## src/rtl/int_ctrl.sv

```systemverilog
// Vectored interrupt controller: per-source edge/level capture, mask, global enable,
// fixed lowest-index-first priority, and a non-nesting IDLE/REQ/SERVICE handshake with the CPU.
module int_ctrl #(
  parameter int          N_SRC     = 8,
  parameter logic [31:0] VEC_BASE  = 32'h0000_0004,
  parameter int          VEC_SHIFT = 3,
  localparam int         ID_W      = (N_SRC > 1) ? $clog2(N_SRC) : 1
) (
  input  logic             clk,
  input  logic             reset,
  input  logic [N_SRC-1:0] irq_src,
  input  logic             cfg_we,
  input  logic [1:0]       cfg_addr,
  input  logic [31:0]      cfg_wdata,
  output logic [31:0]      cfg_rdata,
  output logic             int_req,
  input  logic             int_ack,
  output logic [ID_W-1:0]  int_id,
  output logic [31:0]      int_vec,
  input  logic             eret,
  output logic             busy,
  output logic [1:0]       dbg_state_o
);

  typedef enum logic [1:0] {
    S_IDLE    = 2'd0,
    S_REQ     = 2'd1,
    S_SERVICE = 2'd2
  } state_e;

  localparam logic [1:0] A_MASK = 2'd0, A_MODE = 2'd1, A_PEND = 2'd2, A_STAT = 2'd3;

  state_e            state_q;
  logic [N_SRC-1:0]  mask_q, mode_q, pend_q, hist_q;
  logic [N_SRC-1:0]  pend_d, rise, w1c, ack_clr, eligible;
  logic              gie_q, int_req_q, busy_q;
  logic [ID_W-1:0]   id_q, win_id;

  assign rise     = irq_src & ~hist_q;
  assign w1c      = (cfg_we && cfg_addr == A_PEND) ? cfg_wdata[N_SRC-1:0] : '0;
  assign ack_clr  = (state_q == S_REQ && int_ack) ? (N_SRC'(1) << id_q) : '0;
  // Edge bits: a fresh rising edge beats both a W1C write and the ack clear.
  assign pend_d   = (mode_q & (rise | (pend_q & ~w1c & ~ack_clr))) | (~mode_q & irq_src);
  assign eligible = pend_q & mask_q & {N_SRC{gie_q}};

  always_comb begin
    win_id = '0;
    for (int i = N_SRC - 1; i >= 0; i--) begin
      if (eligible[i]) win_id = ID_W'(i);
    end
  end

  always_ff @(posedge clk or negedge reset) begin
    if (!reset) begin
      mask_q <= '0;
      mode_q <= '0;
      pend_q <= '0;
      hist_q <= '0;
      gie_q  <= 1'b0;
    end else begin
      hist_q <= irq_src;
      pend_q <= pend_d;
      if (cfg_we) begin
        case (cfg_addr)
          A_MASK:  mask_q <= cfg_wdata[N_SRC-1:0];
          A_MODE:  mode_q <= cfg_wdata[N_SRC-1:0];
          A_STAT:  gie_q  <= cfg_wdata[0];
          default: ;
        endcase
      end
    end
  end

  // CPU handshake: int_req holds with a stable id until int_ack (one-cycle pulse)
  // is seen in REQ; eret (one-cycle pulse) ends SERVICE. Pulses in other states are ignored.
  always_ff @(posedge clk or negedge reset) begin
    if (!reset) begin
      state_q   <= S_IDLE;
      id_q      <= '0;
      int_req_q <= 1'b0;
      busy_q    <= 1'b0;
    end else begin
      case (state_q)
        S_IDLE: begin
          if (|eligible) begin
            id_q      <= win_id;
            int_req_q <= 1'b1;
            state_q   <= S_REQ;
          end
        end
        S_REQ: begin
          if (int_ack) begin
            int_req_q <= 1'b0;
            busy_q    <= 1'b1;
            state_q   <= S_SERVICE;
          end else if (!eligible[id_q]) begin
            int_req_q <= 1'b0;
            state_q   <= S_IDLE;
          end
        end
        S_SERVICE: begin
          if (eret) begin
            busy_q  <= 1'b0;
            state_q <= S_IDLE;
          end
        end
        default: begin
          int_req_q <= 1'b0;
          busy_q    <= 1'b0;
          state_q   <= S_IDLE;
        end
      endcase
    end
  end

  assign int_req     = int_req_q;
  assign busy        = busy_q;
  assign int_id      = id_q;
  assign int_vec     = VEC_BASE + (32'(id_q) << VEC_SHIFT);
  assign dbg_state_o = state_q;

  always_comb begin
    cfg_rdata = '0;
    case (cfg_addr)
      A_MASK:  cfg_rdata = 32'(mask_q);
      A_MODE:  cfg_rdata = 32'(mode_q);
      A_PEND:  cfg_rdata = 32'(pend_q);
      default: cfg_rdata = {16'h0, 8'(id_q), 6'h0, busy_q, gie_q};
    endcase
  end

endmodule

```

## config.mk

```make
export PLATFORM = sky130hd
export DESIGN_NAME = int_ctrl
export DESIGN_NICKNAME = d
export VERILOG_FILES = /design/src/rtl/int_ctrl.sv
export SDC_FILE = /design/constraint.sdc
export NUM_CORES = 1
export LEC_CHECK = 0
export BUFFER_PORTS_ARGS = -buffer_cell sky130_fd_sc_hd__buf_2
export CORE_MARGIN = 2
export CORE_UTILIZATION = 40
export DETAILED_ROUTE_END_ITERATION = 10
export GPL_TIMING_DRIVEN = 0
export HOLD_SLACK_MARGIN = 0.06
export PLACE_DENSITY_LB_ADDON = 0.1
export SKIP_LAST_GASP = 1
export SYNTH_ARGS = -nofsm -noshare
export SYNTH_HDL_FRONTEND = slang
export SYNTH_SLANG_ARGS = --single-unit
export TNS_END_PERCENT = 100
```

## constraint.sdc

```tcl
create_clock -name clk -period 3 [get_ports clk]
set_clock_uncertainty 0.1 [all_clocks]
set_input_delay 0.15 -clock clk [delete_from_list [all_inputs] [get_ports clk]]
set_output_delay 0.15 -clock clk [all_outputs]
set_load 0.03 [all_outputs]
```

[Word level (Yosys, flattened, before mapping)]
Cells that the tools add are included.
Word-level totals
  memories: 0
  output and inout bits: 71
  input bits: 47
  memory bits (read-only): 0
  bits in registers: 40
  latch bits: 0
  RAM bits: 0
Cells by class
  divide/modulo/power cells: 0
  muxes and demuxes: 25
  $add $sub $neg: 1
  shift-type cells: 1
  eq/ne operators: 9
  bitwise gates (word level): 15
  multipliers: 0
  order comparisons: 1
  reductions and logical operators: 12
Operators by type and width (number)
  $and A8 B8 Y8: 7
  $pmux W11 S3: 1
  $not A8 Y8: 4
  $mux W3: 8
  $mux W8: 2
  $or A8 B8 Y8: 2
  $reduce_and A3 Y1: 3
  $mux W2: 4
  $reduce_and A2 Y1: 4
  $reduce_or A8 Y1: 1
  $shl A1 B3 Y8 const A: 1
  $add A3 B6 Y7 const A: 1
  $eq A2 B2 Y1 const B: 3
  $mux W1: 6
  $ne A2 B2 Y1 const B: 3
  $pmux W1 S3: 2
  $pmux W2 S3: 1
  $eq A2 B1 Y1 const B: 2
  $logic_not A2 Y1: 2
  $lt A3 B4 Y1 const B: 1
  $bmux W1 S3: 1
  $ne A3 B3 Y1 const B: 1
  $logic_and A1 B1 Y1: 2
  $not A1 Y1: 2

[Longest topological paths before layout]
Gate-level depths: netlist (run 1).
  depth in word-level cells: 10
  mapped depth: 6
  gate-level depth less buffers: 5

[Worst setup path after synthesis (run 1)]
No wires, ideal clock.
  path kind: reg2reg
  start point: register state_q[0], in the netlist dbg_state_o[0]
  end point: register pend_q[2]
  stages on the path, launching flop included: 5
  required time: 2.782 ns
  arrival time: 1.482 ns
  path slack: 1.300 ns
  cells stage by stage: dfrtp_1 > buf_2 > nor4b_1 > a221oi_1 > a21o_1
Between the ends
  cells in the longest elaborated chain, start to end: 8
RTL lines
  from (decl): line 33  | state_e state_q;
  from (signal assigned): line 78  | state_q <= S_IDLE;
  from (signal assigned): line 88  | state_q <= S_REQ;
  from (signal assigned): line 95  | state_q <= S_SERVICE;
  $eq A2 B1 Y1: line 41  | assign ack_clr = (state_q == S_REQ && int_ack) ? (N_SRC'(1) << id_q) : '0;
  $logic_and A1 B1 Y1: line 41
  $mux W8: line 41
  $not A8 Y8: line 43  | assign pend_d = (mode_q & (rise | (pend_q & ~w1c & ~ack_clr))) | (~mode_q & irq_src);
  $and A8 B8 Y8: line 43
  $or A8 B8 Y8: line 43
  $and A8 B8 Y8: line 43
  $or A8 B8 Y8: line 43
  net pend_d[2]: line 35  | logic [N_SRC-1:0] pend_d, rise, w1c, ack_clr, eligible;
  to (signal assigned): line 62  | pend_q <= pend_d;
  to (decl): line 34  | logic [N_SRC-1:0] mask_q, mode_q, pend_q, hist_q;
The timed path passes the listed nets, and every way through them passes these cells.
A chain may end at the register's enable or synchronous reset.

[Worst setup path in the final report (run 1)]
  start point: register state_q[1], in the netlist dbg_state_o[1]
  end point: register pend_q[2]
Same word-level chain as after synthesis.

==> flow_metrics.py, run 1 <==
metrics = {
    "floorplanning": {
        "initial_core_util_pct": 41.0,
        "row_count": 28,
        "die_x_um": 81.4,
        "pin_count": 118,
        "die_h_um": 81.4,
        "fp.dieArea_um2": 6630,
        "coreArea_um2": 5850,
    },
    "worst_setup_path": {
        "end_kind": "flop",
        "r2r-start": "dbg_state_o[1]",
        "start_kind": "flop",
        "slowest_stage": "nor4b_1",
        "crit_path_start": "dbg_state_o[1]",
        "crit_fanout": 9,
        "r2r_slack_ps": 1010,
        "worst-setup-path-type": "reg2reg",
        "slowest_delay_ps": 870,
        "worstPathArrival_ps": 2070,
        "worstPathRequired_ps": 3080,
        "cp_cell_sequence": "buf_6 > nor4b_1 > a221oi_1 > a21o_1",
    },
    "flow_run": {
        "maxCapViolations": 0,
    },
    "place": {
        "io_buffer_count": 42,
        "placed_area_um2": 2880,
        "hpwl_mm": 3.94,
        "gp_congestion": 0.806,
    },
    "sta": {
        "setup_viol": 0,
        "drv_slew": 0,
        "slew_headroom_pct": 32.1,
        "timing.setup.tns_ps": 0,
        "fmax_mhz": 502,
        "hold_viol_final": 0,
        "rsz0062_at_grt": "no",
        "period_needed_ps": 1990,
        "finalCritPeriodShare_pct": 66.3,
        "max_slew.worst_pin.slew_ps": 1000,
    },
    "finish": {
        "fin_area_um2": 3180,
        "n_fill_cell": 565,
        "layout-drive-gt1-share_pct": 36.4,
        "multi_input_area_um2": 1130,
        "area_growth_pct": 32.6,
        "n_antenna_cell": 0,
        "regArea_um2": 1000,
        "fin_nets": 403,
    },
    "logic_synthesis": {
        "yosys-top-cells-area": "dfrtp_1, buf_4, mux2_2",
        "synth_cells": 240,
        "synth_ff_type": "dfrtp_1",
        "synth_top_area_cell": "dfrtp_1",
        "synth_edf_count": 0,
        "ys_ff_latch": 40,
        "syn_area_per_cell_um2": 9.98,
        "synth_warnings": 0,
        "synthArstFlopShare_pct": 100,
        "yosys.area.top_type_share_pct": 41.8,
        "synth_cell_types": 36,
        "synth_area_um2": 2400,
        "synth-seq-area-share_pct": 41.8,
    },
    "drt": {
        "firstDrtPassIters": 4,
        "drtIter0Drc": 79,
        "drc": 0,
        "wl_mm": 5.38,
        "routed-via-count": 2014,
        "wl_per_cell_um": 12.4,
        "viasPerCell": 4.66,
        "drtAntennaViolNets": 0,
    },
    "power": {
        "ir_worst_vdd_v": 0.000370,
        "leakage_nw": 1.66,
        "finalPower_w": 0.00211,
        "power_density_nw_per_um2": 665,
    },
    "outcome": {
        "status": "finished, final reports clean",
    },
    "global_routing": {
        "grt_start_max_net_pins": 41,
        "grt_pass1_wl_mm": 8.35,
        "grtUsageTotal_pct": 16.8,
        "grt_pass1_vias": 1665,
        "grt-ovfl-total": 0,
        "antenna_found_initial": 0,
    },
    "cts": {
        "h-tree-depth": 2,
        "insertion_delay_ps": 290,
        "path_clk_slew_ps": 80,
        "cts_root_buf": "clkbuf_8",
        "cts_tree": "built",
        "clockBufferDepth": 2,
        "cts_resized": 0,
        "cts.sink_count": 40,
        "cts_buffers": 5,
    },
    "worst_hold_path": {
        "min-delay-start": "cfg_we",
        "hp-class": "in2reg",
    },
}
[what timing repair did]
action / in CTS / in global routing
setup buffers: 0 / 0
hold buffers: 19 / 0
hold endpoints to repair: 75 / 0
[path summary, 6_finish.rpt]
path	endpoint	cells past startpoint
setup / recovery	pend_q[2]	4
max in group asynchronous	dbg_state_o[0]	2
hold / removal	gie_q	3
setup reg to reg	pend_q[2]	4
min in group asynchronous	pend_q[2]	2
hold reg to reg	int_req	1
[cell usage after synthesis (all sizes together) (3+ instances only)]
master and number:
dfrtp 40, and3 3, nor2 5, nand3 10, buf 59, o21ai 11, nand2 34, mux2i 6
and2 4, mux2 17, a221oi 8, nor2b 3, a21oi 5, a21o 9, a222oi 3
[power breakdown]
| group | total [W] | internal (W) | switching [W] |
|---|---|---|---|
| Sequential | 0.000784 | 0.000653 | 0.000132 |
| Combinational | 0.000901 | 0.000360 | 0.000541 |
| Clock | 0.000428 | 0.000247 | 0.000181 |
| Total | 0.00211 | 0.00126 | 0.000854 |
[per-layer routing]
layer,track usage (%),vias to the layer above,share of wire (%)
met5,0,-,0
met4,5.08,0,1.2
met3,3.56,9,7.3
met2,27.2,85,47
met1,22.7,942,44
li1,-,978,-
[cells in the final DEF, fill, tap and decap left out, types with 2 or more instances in the layout]
master	Yosys	layout
a21o_1	9	9
a21oi_1	5	5
a221oi_1	8	8
a222oi_1	3	3
a22o_1	2	2
and2_1	4	4
and3_1	3	3
buf_2	4	46
buf_4	54	54
clkbuf_1	1	2
clkbuf_8	0	5
conb_1	2	50
dfrtp_1	40	40
dlygate4sd3_1	0	19
inv_1	2	2
mux2_2	17	17
mux2i_1	6	6
mux4_2	2	2
nand2_1	34	34
nand3_1	10	10
nand3b_1	2	2
nor2_1	5	5
nor2b_1	2	2
o21ai_0	11	11
[cell type report]
type / instances / share of cell area, %
repair buffers: 61 / 12.6
inverters: 2 / 0.236
well taps: 75 / 2.95
multi-input cells: 186 / 35.5
flip-flops and latches: 40 / 31.5
clock inverters: 2 / 1.10
plain buffers: 60 / 13.9
clock buffers: 6 / 2.28
[flip-flops by register name (all words and copies together) (netlist names)]
| register | flops |
|---|---|
| busy | 1 |
| dbg_state_o | 2 |
| gie_q | 1 |
| hist_q | 8 |
| int_id | 3 |
| int_req | 1 |
| mask_q | 8 |
| mode_q | 8 |
| pend_q | 8 |
[metrics by stage]
step	std cells	utilization [%]	hold WS [ps]	setup slack, ps
after floorplan	288	-	-246	1300
after global placement	405	49.2	175	1090
after CTS	432	54.3	121	1090
after detailed placement	405	49.2	174	1090
final	432	54.3	138	1010
after global routing	432	54.3	144	893
[cells by family (layout without fill, tap and decap cells)]
family          count (synthesis)  in the layout  synth area share (%)
flops                          40             40                  41.8
compound gates                 44             44                  13.2
mux                            25             25                  12.4
buf+inv                        62            131                  18.7
other cells                     2             50                 0.313
simple gates                   67             67                  13.6
[worst max-delay path: cells and delay by family (launching register included)]
kind / cells / cell delay (ps)
AND/OR/NAND/NOR: 1 / 870
flip-flops: 1 / 390
buffers and inverters: 1 / 140
AO/OA/AOI/OAI: 2 / 400
(Power assumes the default switching activity.)
==> run 2: changes to the inputs <==
ABC_AREA = 1   (was not set)
clock period = 1.9 ns   (was 3 ns; I/O delays follow)
==> run 2 against run 1 <==
  * Cell count rose by 19%
  * Worst hold slack better by 79 ps
  * Global-route usage rose by 1.0 points
  * Die area rose by 3.5%
  * Synthesized cell count grew 33%
  * Via count grew 7.9%
  * Power increased by 45%
  * Critical path type unchanged
==> flow_metrics.py, run 2 <==
metrics = {
    "global_routing": {
        "grt-ovfl-total": 0,
        "grt_pass1_wl_mm": 9.11,
        "grtUsageTotal_pct": 17.9,
        "antenna_found_initial": 0,
        "grt_start_max_net_pins": 41,
        "grt_pass1_vias": 1938,
    },
    "worst_setup_path": {
        "slowest_stage": "dlygate4sd3_1",
        "crit_path_frequent_cell": "nand2_1",
        "crit_fanout": 4,
        "start_kind": "flop",
        "worst-setup-path-type": "reg2reg",
        "worstPathRequired_ps": 2040,
        "end_kind": "flop",
        "worst-path-buf-inv": 2,
        "slowest_delay_ps": 540,
        "path_delay_family": "buffers and inverters",
        "worstPathArrival_ps": 1730,
        "cp_cell_sequence": "inv_1 > nand2_1 > or2_2 > nand2_1 > dlygate4sd3_1",
    },
    "cts": {
        "path_clk_slew_ps": 80,
        "insertion_delay_ps": 290,
        "cts_buffers": 5,
        "h-tree-depth": 2,
        "cts_setup_buffers": 0,
        "cts_tree": "built",
        "cts_resized": 0,
        "cts.sink_count": 40,
        "clockBufferDepth": 2,
        "cts_root_buf": "clkbuf_8",
    },
    "sta": {
        "period_needed_ps": 1600,
        "finalCritPeriodShare_pct": 84.0,
        "worst_slack_ps": 304,
        "fmax_mhz": 626,
        "drv_slew": 0,
        "timing.setup.tns_ps": 0,
        "setup_viol": 0,
        "rsz0062_at_grt": "no",
        "hold_viol_final": 0,
        "slew_headroom_pct": 39.6,
        "max_slew.worst_pin.slew_ps": 906,
    },
    "logic_synthesis": {
        "ys_ff_latch": 40,
        "yosys.area.top_type_share_pct": 40.3,
        "synthArstFlopShare_pct": 100,
        "synth_edf_count": 0,
        "synth_cells": 318,
        "synth.most_common_cell": "nand2_1",
        "synth_common_cells": "nand2_1, buf_4, dfrtp_1",
        "synth_area_um2": 2480,
        "yosys-top-cells-area": "dfrtp_1, buf_4, nand2_1",
        "synth-seq-area-share_pct": 40.3,
        "synth_cell_types": 23,
        "synth_top_area_cell": "dfrtp_1",
        "syn_area_per_cell_um2": 7.81,
        "synth_ff_type": "dfrtp_1",
        "synth_warnings": 0,
    },
    "finish": {
        "layout_commonest_cell": "nand2_1",
        "n_fill_cell": 595,
        "n_antenna_cell": 0,
        "layout-drive-gt1-share_pct": 31.6,
        "fin_nets": 484,
        "fin_area_um2": 3260,
        "final_cells": 512,
        "area_growth_pct": 31.3,
        "mostFrequentLayoutCells": "nand2_1, buf_4, conb_1",
    },
    "place": {
        "place_ws_ps": 352,
        "hpwl_mm": 4.24,
        "io_buffer_count": 43,
        "gp_congestion": 0.889,
        "dp_cells": 484,
        "placed_area_um2": 2970,
    },
    "floorplanning": {
        "fp.dieArea_um2": 6860,
        "die_x_um": 82.8,
        "pin_count": 118,
        "coreArea_um2": 5960,
        "initial_core_util_pct": 41.7,
        "row_count": 28,
        "die_h_um": 82.8,
    },
    "drt": {
        "wl_per_cell_um": 11.1,
        "viasPerCell": 4.24,
        "drtAntennaViolNets": 0,
        "wl_mm": 5.70,
        "drc": 0,
        "firstDrtPassIters": 4,
        "routed-via-count": 2173,
        "drtIter0Drc": 108,
    },
    "power": {
        "p_int_w": 0.00173,
        "leakage_nw": 1.84,
        "clock_power_share_pct": 17.8,
        "p_sw_share_pct": 43.7,
        "power_density_nw_per_um2": 942,
        "ir_worst_vdd_v": 0.000745,
        "finalPower_w": 0.00307,
        "p_sw_w": 0.00134,
        "p_seq_share_pct": 38.2,
        "p_comb_share_pct": 44.0,
    },
    "outcome": {
        "status": "finished, final reports clean",
    },
    "flow_run": {
        "maxCapViolations": 0,
    },
    "worst_hold_path": {
        "hp-class": "in2reg",
    },
}
[run 2: per-layer routing]
metal	vias up	part of all wire, %	global-route usage [%]
met4	0	1.4	6.39
met3	8	6.8	3.03
met2	67	45	29.5
met5	-	0	0
met1	969	46	23.7
li1	1129	-	-
[run 2: kinds of logic (layout without fill, tap and decap cells)]
| kind of cell | count (synthesis) | after routing | synth area share, % |
|---|---|---|---|
| buf+inv | 81 | 152 | 21.3 |
| compound gates | 32 | 32 | 7.96 |
| flops | 40 | 40 | 40.3 |
| other cells | 2 | 50 | 0.302 |
| simple gates | 163 | 163 | 30.2 |
[run 2: timing repair]
action / in CTS / in global routing
hold buffers: 21 / 0
endpoints found under the setup margin: 0 / 0
endpoints found under the hold margin: 76 / 0
[run 2: area by class of cell]
class | instances | area [um^2] | share of cell area (%)
Buffer | 56 | 432 | 13.2
Clock inverter | 1 | 5.00 | 0.153
Inverter | 25 | 96.3 | 2.95
Timing Repair Buffer | 64 | 425 | 13.0
Multi-Input combinational cell | 245 | 1130 | 34.8
Tap cell | 75 | 93.8 | 2.88
Clock buffer | 6 | 72.6 | 2.23
Sequential cell | 40 | 1000 | 30.7
[run 2: worst register-to-register path: stages, from the launching register on]
cell	delay, ps
dfrtp_1	410
inv_1	80
nand2_1	70
or2_2	290
nand2_1	60
dlygate4sd3_1	540
[run 2: power groups by stage]
| stage | Combinational (W) | Clock (W) | Sequential, W |
|---|---|---|---|
| 5_1_grt | 0.00151 | 0.000591 | 0.00120 |
| 4_1_cts | 0.00136 | 0.000563 | 0.00117 |
| 3_5_place_dp | 0.00131 | 0 | 0.00119 |
| 3_3_place_gp | 0.00130 | 0 | 0.00118 |
| 2_1_floorplan | 0.000897 | 0 | 0.00128 |
| 6_report | 0.00135 | 0.000548 | 0.00117 |
[run 2: worst paths after layout]
path | start | to | slack [ps] | cells after the start
max | dbg_state_o[0] | dbg_state_o[1] | 300 | 5
min | cfg_addr[1] | mask_q[2] | 220 | 5
max reg2reg | dbg_state_o[0] | dbg_state_o[1] | 300 | 5
min reg2reg | int_req | int_req | 370 | 2
max in group asynchronous | reset | mask_q[7] | 770 | 2
min in group asynchronous | reset | pend_q[0] | 370 | 2
[run 2: through the flow]
step | utilization (%) | hold slack (ps)
floorplan | - | -301
global placement | 49.9 | 120
detailed placement | 49.9 | 118
CTS | 54.7 | 222
global route | 54.7 | 273
finish | 54.7 | 217
